## src/rtl/usb_tx_sched.sv

```systemverilog
// usb_tx_sched: fixed-priority arbiter and bit serialiser for USB handshake, token and
// data packets; emits SYNC, LSB-first payload and an idle inter-packet gap per packet.
`timescale 1ns/1ps
module usb_tx_sched #(
  parameter int unsigned IPG = 2
) (
  input  logic        clk,
  input  logic        rst_b,
  input  logic        hs_req,
  input  logic [7:0]  hs_pid,
  input  logic        tok_req,
  input  logic [23:0] tok_bits,
  input  logic        dat_req,
  input  logic [87:0] dat_bits,
  output logic        hs_gnt,
  output logic        tok_gnt,
  output logic        dat_gnt,
  output logic        bstr_out,
  output logic [1:0]  bstr_out_ready,
  output logic        busy,
  output logic        pkt_done
);

  localparam int unsigned SHIFT_W = 88;
  localparam int unsigned CNT_W   = 7;
  localparam int unsigned TAG_W   = 2;
  localparam int unsigned HS_W    = 8;
  localparam int unsigned TOK_W   = 24;

  localparam logic [CNT_W-1:0] HS_LEN    = CNT_W'(HS_W);
  localparam logic [CNT_W-1:0] TOK_LEN   = CNT_W'(TOK_W);
  localparam logic [CNT_W-1:0] DAT_LEN   = CNT_W'(SHIFT_W);
  localparam logic [CNT_W-1:0] SYNC_LOAD = CNT_W'(7);
  localparam logic [CNT_W-1:0] GAP_LOAD  = CNT_W'(IPG - 1);

  localparam logic [TAG_W-1:0] TAG_IDLE = 2'b00;
  localparam logic [TAG_W-1:0] TAG_TOK  = 2'b01;
  localparam logic [TAG_W-1:0] TAG_DAT  = 2'b10;
  localparam logic [TAG_W-1:0] TAG_HS   = 2'b11;

  typedef enum logic [1:0] {
    IDLE    = 2'd0,
    SYNC    = 2'd1,
    PAYLOAD = 2'd2,
    GAP     = 2'd3
  } state_t;

  state_t             state_q, state_d;
  logic [CNT_W-1:0]   cnt_q, cnt_d;
  logic [SHIFT_W-1:0] sreg_q, sreg_d;
  logic [TAG_W-1:0]   type_q, type_d;
  logic [CNT_W-1:0]   len_q, len_d;

  logic               hs_gnt_d;
  logic               tok_gnt_d;
  logic               dat_gnt_d;
  logic               bit_d;
  logic [TAG_W-1:0]   tag_d;
  logic               busy_d;
  logic               done_d;

  // State register plus registered outputs
  always_ff @(posedge clk or negedge rst_b) begin
    if (!rst_b) begin
      state_q        <= IDLE;
      cnt_q          <= '0;
      sreg_q         <= '0;
      type_q         <= TAG_IDLE;
      len_q          <= '0;
      hs_gnt         <= 1'b0;
      tok_gnt        <= 1'b0;
      dat_gnt        <= 1'b0;
      bstr_out       <= 1'b1;
      bstr_out_ready <= TAG_IDLE;
      busy           <= 1'b0;
      pkt_done       <= 1'b0;
    end else begin
      state_q        <= state_d;
      cnt_q          <= cnt_d;
      sreg_q         <= sreg_d;
      type_q         <= type_d;
      len_q          <= len_d;
      hs_gnt         <= hs_gnt_d;
      tok_gnt        <= tok_gnt_d;
      dat_gnt        <= dat_gnt_d;
      bstr_out       <= bit_d;
      bstr_out_ready <= tag_d;
      busy           <= busy_d;
      pkt_done       <= done_d;
    end
  end

  // Next state, counter, shift register and the output values for the state being entered
  always_comb begin
    state_d   = state_q;
    cnt_d     = cnt_q;
    sreg_d    = sreg_q;
    type_d    = type_q;
    len_d     = len_q;
    hs_gnt_d  = 1'b0;
    tok_gnt_d = 1'b0;
    dat_gnt_d = 1'b0;
    bit_d     = 1'b1;
    tag_d     = TAG_IDLE;
    busy_d    = 1'b0;
    done_d    = 1'b0;

    unique case (state_q)
      IDLE: begin
        if (hs_req) begin
          hs_gnt_d = 1'b1;
          type_d   = TAG_HS;
          len_d    = HS_LEN;
          sreg_d   = {(SHIFT_W - HS_W)'(0), hs_pid};
          state_d  = SYNC;
          cnt_d    = SYNC_LOAD;
        end else if (tok_req) begin
          tok_gnt_d = 1'b1;
          type_d    = TAG_TOK;
          len_d     = TOK_LEN;
          sreg_d    = {(SHIFT_W - TOK_W)'(0), tok_bits};
          state_d   = SYNC;
          cnt_d     = SYNC_LOAD;
        end else if (dat_req) begin
          dat_gnt_d = 1'b1;
          type_d    = TAG_DAT;
          len_d     = DAT_LEN;
          sreg_d    = dat_bits;
          state_d   = SYNC;
          cnt_d     = SYNC_LOAD;
        end
      end
      SYNC: begin
        if (cnt_q == '0) begin
          state_d = PAYLOAD;
          cnt_d   = len_q - CNT_W'(1);
        end else begin
          cnt_d = cnt_q - CNT_W'(1);
        end
      end
      PAYLOAD: begin
        if (cnt_q == '0) begin
          state_d = GAP;
          cnt_d   = GAP_LOAD;
          done_d  = 1'b1;
        end else begin
          cnt_d = cnt_q - CNT_W'(1);
        end
      end
      GAP: begin
        if (cnt_q == '0) begin
          state_d = IDLE;
        end else begin
          cnt_d = cnt_q - CNT_W'(1);
        end
      end
      default: begin
        state_d = IDLE;
        cnt_d   = '0;
      end
    endcase

    // The SYNC pattern ends in a single 1 on its final count; payload leaves LSB first
    unique case (state_d)
      SYNC: begin
        bit_d = (cnt_d == '0);
        tag_d = type_d;
      end
      PAYLOAD: begin
        bit_d  = sreg_q[0];
        sreg_d = sreg_q >> 1;
        tag_d  = type_d;
      end
      default: begin
      end
    endcase

    busy_d = (state_d != IDLE);
  end

endmodule

```

## config.mk

```make
export PLATFORM = sky130hd
export DESIGN_NAME = usb_tx_sched
export DESIGN_NICKNAME = d
export VERILOG_FILES = /design/src/rtl/usb_tx_sched.sv
export SDC_FILE = /design/constraint.sdc
export NUM_CORES = 1
export LEC_CHECK = 0
export ABC_AREA = 1
export CORE_MARGIN = 2
export CORE_UTILIZATION = 50
export CTS_CLUSTER_DIAMETER = 200
export DETAILED_ROUTE_END_ITERATION = 8
export GPL_TIMING_DRIVEN = 0
export PLACE_DENSITY = 0.81
export SETUP_SLACK_MARGIN = 0.1
export SLEW_MARGIN = 10
export SYNTH_ARGS = -nofsm -noshare
export SYNTH_HDL_FRONTEND = slang
export SYNTH_SLANG_ARGS = --single-unit
```

## constraint.sdc

```tcl
create_clock -name clk -period 3 [get_ports clk]
set_input_delay 0.45 -clock clk [delete_from_list [all_inputs] [get_ports clk]]
set_output_delay 0.45 -clock clk [all_outputs]
set_load 0.03 [all_outputs]
```

==> impl_metrics.env, run 1 <==
export IMPL_outcome="finished clean"
export IMPL_cp_end_kind="flop"
export IMPL_antenna_cells=0
export IMPL_grt_max_degree=75
export IMPL_hold_class="reg -> reg"
export IMPL_syn_avg_cell_area_sq_um=8.66
export IMPL_hpwl_mm=11.2
export IMPL_critPathRequiredTime_ns=3.29
export IMPL_syn_nets=750
export IMPL_max_slew_margin_rel_pct=62.3
export IMPL_power_switching_mw=0.584
export IMPL_portBuffers=132
export IMPL_max_vdd_ir_drop_mv=0.190
export IMPL_start_util_pct=51.6
export IMPL_clock_sinks=110
export IMPL_synth_area_top_cells="dfrtp_1, nand2_1, nand3_1, a22oi_1, inv_1"
export IMPL_grt_remaining_overflow=0
export IMPL_synth_cells=618
export IMPL_fmax_mhz=374
export IMPL_ios=133
export IMPL_placed_cells=887
export IMPL_clk_pin_slew_worst_paths_ns=0.10
export IMPL_finClkSkew_ns=0.0108
export IMPL_die_area_sq_um=11500
export IMPL_worstMarginPinSlew_ns=0.566
export IMPL_max_cap_viol_count=0
export IMPL_area_growth_syn_to_layout_pct=32.4
export IMPL_firstDrtPassIters=6
export IMPL_remaining_drc_errors=0
export IMPL_design_area_sq_um=7080
export IMPL_worst_setup_path_type="reg -> reg"
export IMPL_finalPower_mw=2.56
export IMPL_swShare_pct=22.8
export IMPL_core_sq_um=10400
export IMPL_rsz0062_at_grt="true"
export IMPL_drive_above_1_share_pct=9.13
export IMPL_min_period_over_period_pct=89.1
export IMPL_p_seq_share_pct=58.2
export IMPL_ant_nets=0
export IMPL_comb_power_share_pct=10.2
export IMPL_grt_pass1_wl_mm=24.3
export IMPL_drtIter0Drc=338
export IMPL_grt_pass1_vias=4957
export IMPL_clk_latency_ns=0.38
export IMPL_synth_cell_types=35
export IMPL_yosys_warnings=0
export IMPL_fin_crit_ns=2.67
export IMPL_synth_top_cell_by_area="dfrtp_1"
export IMPL_final_cell_mix="nand2_1, clkdlybuf4s50_1, dfrtp_1"
export IMPL_layout_nets=895
export IMPL_synth_area_sq_um=5350
export IMPL_cts_buffer_depth=2
export IMPL_fill_cells=822
export IMPL_grtUsageTotal_pct=27.0
export IMPL_place_gp_congestion=0.897
export IMPL_dieWidth_um=107
export IMPL_placed_area_sq_um=6870
export IMPL_hold_viol_final=0
export IMPL_root_buffer="clkbuf_8"
export IMPL_via_count=5054
export IMPL_p_int_mw=1.97
export IMPL_drt_wl_total_mm=15.1
export IMPL_layout_commonest_cell="nand2_1"
export IMPL_wl_met1_mm=6.39
export IMPL_timing_final_max_slew_violations=0
export IMPL_multi_input_area_sq_um=2200
export IMPL_routed_wl_met3_um=929
export IMPL_register_area_sq_um=2750
export IMPL_cp_arrival_ns=2.97
export IMPL_clock_power_share_pct=31.6
export IMPL_antenna_found_initial=0
export IMPL_whs_ns=0.490
export IMPL_cts_tree="done"
export IMPL_critPathLaunchType="flop"
export IMPL_met2_length_mm=7.42
export IMPL_rows=37
export IMPL_power_leakage_nw=3.33
export IMPL_ys_seq_area_share_pct=51.5
export IMPL_ctsHtreeMaxLevel=3
export IMPL_routed_via_density=5.60
export IMPL_finalNonFillerCells=903
export IMPL_wl_per_cell_um=16.7
export IMPL_top_layer="met4"
export IMPL_synth_seq_cells=110
export IMPL_dieHeight_um=107
export IMPL_path_max_fanout=10
export IMPL_cellPowerDensity_nw_per_um2=361
export IMPL_yosys_area_top_type_share_pct=51.0
export IMPL_cts_buffers=9
export IMPL_setup_viol_count_final=0
final timing paths:
| kind | startpoint | to | slack (ns) | cells after the start |
|---|---|---|---|---|
| setup / recovery | cnt_q[0]$_DFF_PN0_ | sreg_q[36]$_DFFE_PN0P_ | 0.33 | 15 |
| hold / removal | len_q[3]$_DFFE_PN0P_ | len_q[3]$_DFFE_PN0P_ | 0.49 | 2 |
| setup reg to reg | cnt_q[0]$_DFF_PN0_ | sreg_q[36]$_DFFE_PN0P_ | 0.33 | 15 |
| hold reg to reg | len_q[3]$_DFFE_PN0P_ | len_q[3]$_DFFE_PN0P_ | 0.49 | 2 |
| max in group asynchronous | rst_b | bstr_out$_DFF_PN1_ | 1.77 | 3 |
| min in group asynchronous | rst_b | sreg_q[9]$_DFFE_PN0P_ | 0.53 | 2 |
what timing repair did:
item                                    in CTS  in global routing
endpoints found under the setup margin      49                 88
hold buffers                                 1                  0
buffers inserted                             0                  0
endpoints found under the hold margin       36                  0
resized for setup                            8                 19
synthesized netlist by cell type:
library cell,number
clkbuf_1,12
nand2_4,2
o22ai_1,7
xor2_1,1
nand3_1,103
nor3_1,3
a32o_1,1
a31o_2,1
a21oi_1,13
dfrtp_1,109
nor2_1,20
dfstp_2,1
nand2_1,158
a22oi_1,29
o21ai_0,19
nand4_1,1
nand2_2,1
nor3_2,1
inv_1,49
o211ai_1,18
nand3_2,1
buf_6,2
nor2_2,1
o221ai_1,15
buf_2,13
nor2_8,1
buf_4,7
a22o_1,2
nor2_4,3
buf_1,6
xnor2_1,1
a31oi_1,1
inv_2,5
a41oi_1,4
ha_1,7
metrics by stage:
stage | setup slack, ns | util [%] | TNS, ns
finish | 0.327 | 68.3 | 0
detailed placement | -0.353 | 66.2 | -11.59
CTS | 0.103 | 68.0 | 0
floorplan | 0.515 | - | 0
global placement | -2.55 | 66.0 | -287.95
global route | 0.0810 | 68.3 | 0
sequential cells by signal (all words and copies together), names as in the netlist:
signal and count:
pkt_done 1, dat_gnt 1, type_q 2, hs_gnt 1
bstr_out 1, tok_gnt 1, cnt_q 7, sreg_q 88
len_q 3, bstr_out_ready 2, state_q 2, busy 1
kinds of logic (layout without fill, tap and decap cells):
group	count (synthesis)	after routing	share of synthesized area (%)
and+or+nand+nor	295	295	24.6
DFF	110	110	51.5
xor gates and xnor gates	2	2	0.328
buffers and inverters	94	243	7.67
AOI/OAI and AO/OA	110	110	14.3
adders and majority gates	7	7	1.64
layer usage:
layer / track usage (%) / vias up
met5: 0 / -
met4: 9.98 / 0
met3: 4.36 / 29
met2: 44.4 / 199
met1: 36.4 / 2429
li1: - / 2397
worst max-delay path, stage by stage (launching register included):
cell and delay (ns):
dfrtp_1 0.41, inv_1 0.13, ha_1 0.16, inv_1 0.03, nor2_1 0.10, nand3_2 0.09, buf_6 0.16, nor3_4 0.16
nor2_1 0.06, nand2_1 0.13, ha_1 0.15, buf_2 0.21, buf_2 0.29, buf_2 0.30, nand2_1 0.09, o211ai_1 0.11
area by class of cell:
class / instances / share of cell area, %
Multi-Input combinational cell: 414 / 31.0
Sequential cell: 110 / 38.9
Buffer: 40 / 3.25
Tap cell: 136 / 2.40
Inverter: 54 / 2.86
Timing Repair Buffer: 134 / 19.2
Clock inverter: 3 / 0.300
Clock buffer: 12 / 2.05
power by group through the flow:
stage                     Combinational (mW)  Clock (mW)  Sequential, mW
after floorplan                       0.0373           0            1.52
after detailed placement               0.260           0            1.52
after global placement                 0.254           0            1.52
after global routing                   0.280       0.878            1.49
final                                  0.261       0.810            1.49
after CTS                              0.263       0.819            1.49
Power figures use the tool's default switching activity.
==> inputs of run 2 (changes only) <==
Settings changed: MAX_ROUTING_LAYER set to met4.
==> impl_metrics.env, run 2 (same netlist as run 1, synthesis figures left out) <==
export IMPL_rsz0062_at_grt="false"
export IMPL_wl_per_cell_um=17.1
export IMPL_start_util_pct=51.6
export IMPL_finalNonFillerCells=904
export IMPL_remaining_drc_errors=0
export IMPL_ctsHtreeMaxLevel=3
export IMPL_antenna_found_initial=0
export IMPL_top_regs="sreg_q: 88 flops, cnt_q: 7 flops, len_q: 3 flops"
export IMPL_final_cell_mix="nand2_1, clkdlybuf4s50_1, dfrtp_1"
export IMPL_hpwl_mm=11.3
export IMPL_portBuffers=132
export IMPL_slowest_delay_ns=0.40
export IMPL_cp_top_family="buffers and inverters"
export IMPL_antenna_cells=0
export IMPL_critPathLaunchType="flop"
export IMPL_placed_cells=887
export IMPL_cts_buffer_depth=2
export IMPL_drt_wl_total_mm=15.4
export IMPL_setup_viol_count_final=0
export IMPL_power_leakage_nw=3.33
export IMPL_layout_commonest_cell="nand2_1"
export IMPL_drtIter0Drc=416
export IMPL_critPathBufInv=6
export IMPL_largest_reg_flops=88
export IMPL_worstMarginPinSlew_ns=0.545
export IMPL_max_vdd_ir_drop_mv=0.216
export IMPL_outcome="finished clean"
export IMPL_crit_chain="inv_1, ha_1, inv_1, nor2_1, nand3_2, buf_6, nor3_4, nor2_1, nand2_1, ha_1, clkbuf_4, buf_2, buf_2, nand2_1, o211ai_1"
export IMPL_cts_buffers=9
export IMPL_regMostFlops="sreg_q"
export IMPL_timing_final_max_slew_violations=0
export IMPL_clk_latency_ns=0.38
export IMPL_finClkSkew_ns=0.0125
export IMPL_grtUsageTotal_pct=28.4
export IMPL_area_growth_syn_to_layout_pct=32.7
export IMPL_via_count=5093
export IMPL_grt_pass1_wl_mm=24.8
export IMPL_die_area_sq_um=11500
export IMPL_routed_via_density=5.63
export IMPL_min_period_over_period_pct=88.0
export IMPL_root_buffer="clkbuf_8"
export IMPL_max_slew_margin_rel_pct=63.7
export IMPL_cp_end_kind="flop"
export IMPL_holdPathStages=2
export IMPL_core_sq_um=10400
export IMPL_grt_pass1_vias=5130
export IMPL_placed_area_sq_um=6870
export IMPL_crit_path_top_delay_cell="dfrtp_1"
export IMPL_rows=37
export IMPL_hold_class="reg -> reg"
export IMPL_reg2reg_depth=15
export IMPL_cp_depth=15
export IMPL_firstDrtPassIters=5
export IMPL_clock_sinks=110
export IMPL_grt_remaining_overflow=0
export IMPL_cellPowerDensity_nw_per_um2=367
export IMPL_hold_viol_final=0
export IMPL_place_gp_congestion=0.910
export IMPL_fin_crit_ns=2.64
export IMPL_dieWidth_um=107
export IMPL_cp_arrival_ns=2.93
export IMPL_design_area_sq_um=7100
export IMPL_fmax_mhz=379
export IMPL_drive_above_1_share_pct=9.51
export IMPL_clk_pin_slew_worst_paths_ns=0.11
export IMPL_cts_tree="done"
export IMPL_worst_setup_path_type="reg -> reg"
export IMPL_path_max_fanout=10
export IMPL_dieHeight_um=107
export IMPL_ios=133
export IMPL_layout_nets=895
export IMPL_ant_nets=0
export IMPL_grt_max_degree=75
export IMPL_max_cap_viol_count=0
export IMPL_critPathRequiredTime_ns=3.29
## run 2: worst reg2reg max path, stage by stage, from the launching register on
cell and delay (ns):
dfrtp_1 0.40, inv_1 0.14, ha_1 0.16, inv_1 0.03
nor2_1 0.10, nand3_2 0.10, buf_6 0.17, nor3_4 0.16
nor2_1 0.06, nand2_1 0.12, ha_1 0.15, clkbuf_4 0.19
buf_2 0.28, buf_2 0.30, nand2_1 0.09, o211ai_1 0.11
## run 2: area by class of cell
cell class,instances,area [sq um]
fillers,852,3270
flip-flops and latches,110,2750
multi-input cells,414,2200
repair buffers,134,1360
plain buffers,40,231
inverters,54,203
well taps,136,170
clock buffers,11,141
clock inverters,5,41.3
## run 2: repair_timing
action / CTS / global route
resized for setup: 11 / 17
hold endpoints to repair: 36 / 0
hold buffers: 1 / 0
endpoints found under the setup margin: 71 / 88
setup buffers: 0 / 0
## run 2: power breakdown
| group | switching (mW) | internal (mW) |
|---|---|---|
| Clock | 0.523 | 0.333 |
| Sequential | 0.00171 | 1.49 |
| Combinational | 0.0952 | 0.166 |
| Total | 0.619 | 1.99 |
## run 2: final timing paths
| path | start | endpoint | slack [ns] |
|---|---|---|---|
| worst max-delay path | cnt_q[0]$_DFF_PN0_ | sreg_q[36]$_DFFE_PN0P_ | 0.36 |
| worst min-delay path | len_q[3]$_DFFE_PN0P_ | len_q[3]$_DFFE_PN0P_ | 0.49 |
| worst max register to register | cnt_q[0]$_DFF_PN0_ | sreg_q[36]$_DFFE_PN0P_ | 0.36 |
| worst min register to register | len_q[3]$_DFFE_PN0P_ | len_q[3]$_DFFE_PN0P_ | 0.49 |
| max in group asynchronous | rst_b | bstr_out$_DFF_PN1_ | 1.78 |
| min in group asynchronous | rst_b | sreg_q[19]$_DFFE_PN0P_ | 0.52 |
## run 2: through the flow
| stage | TNS [ns] | utilization (%) | setup WS (ns) | total power [mW] | hold WS [ns] |
|---|---|---|---|---|---|
| after detailed placement | -12.59 | 66.2 | -0.337 | 1.78 | 0.367 |
| after floorplan | 0 | - | 0.515 | 1.56 | 0.154 |
| final | 0 | 68.5 | 0.360 | 2.61 | 0.487 |
| after CTS | 0 | 68.2 | 0.103 | 2.61 | 0.484 |
| after global routing | 0 | 68.5 | 0.117 | 2.69 | 0.520 |
| after global placement | -288.89 | 66.0 | -2.55 | 1.77 | 0.452 |
## run 2: per-layer routing
layer  up-vias  wire length [um]  GRT usage, %
met5         -                 0             -
met4         0               426          12.8
met3        29               961          3.69
met2       218              7680          45.5
met1      2446              6350          36.2
li1       2400                 -             -
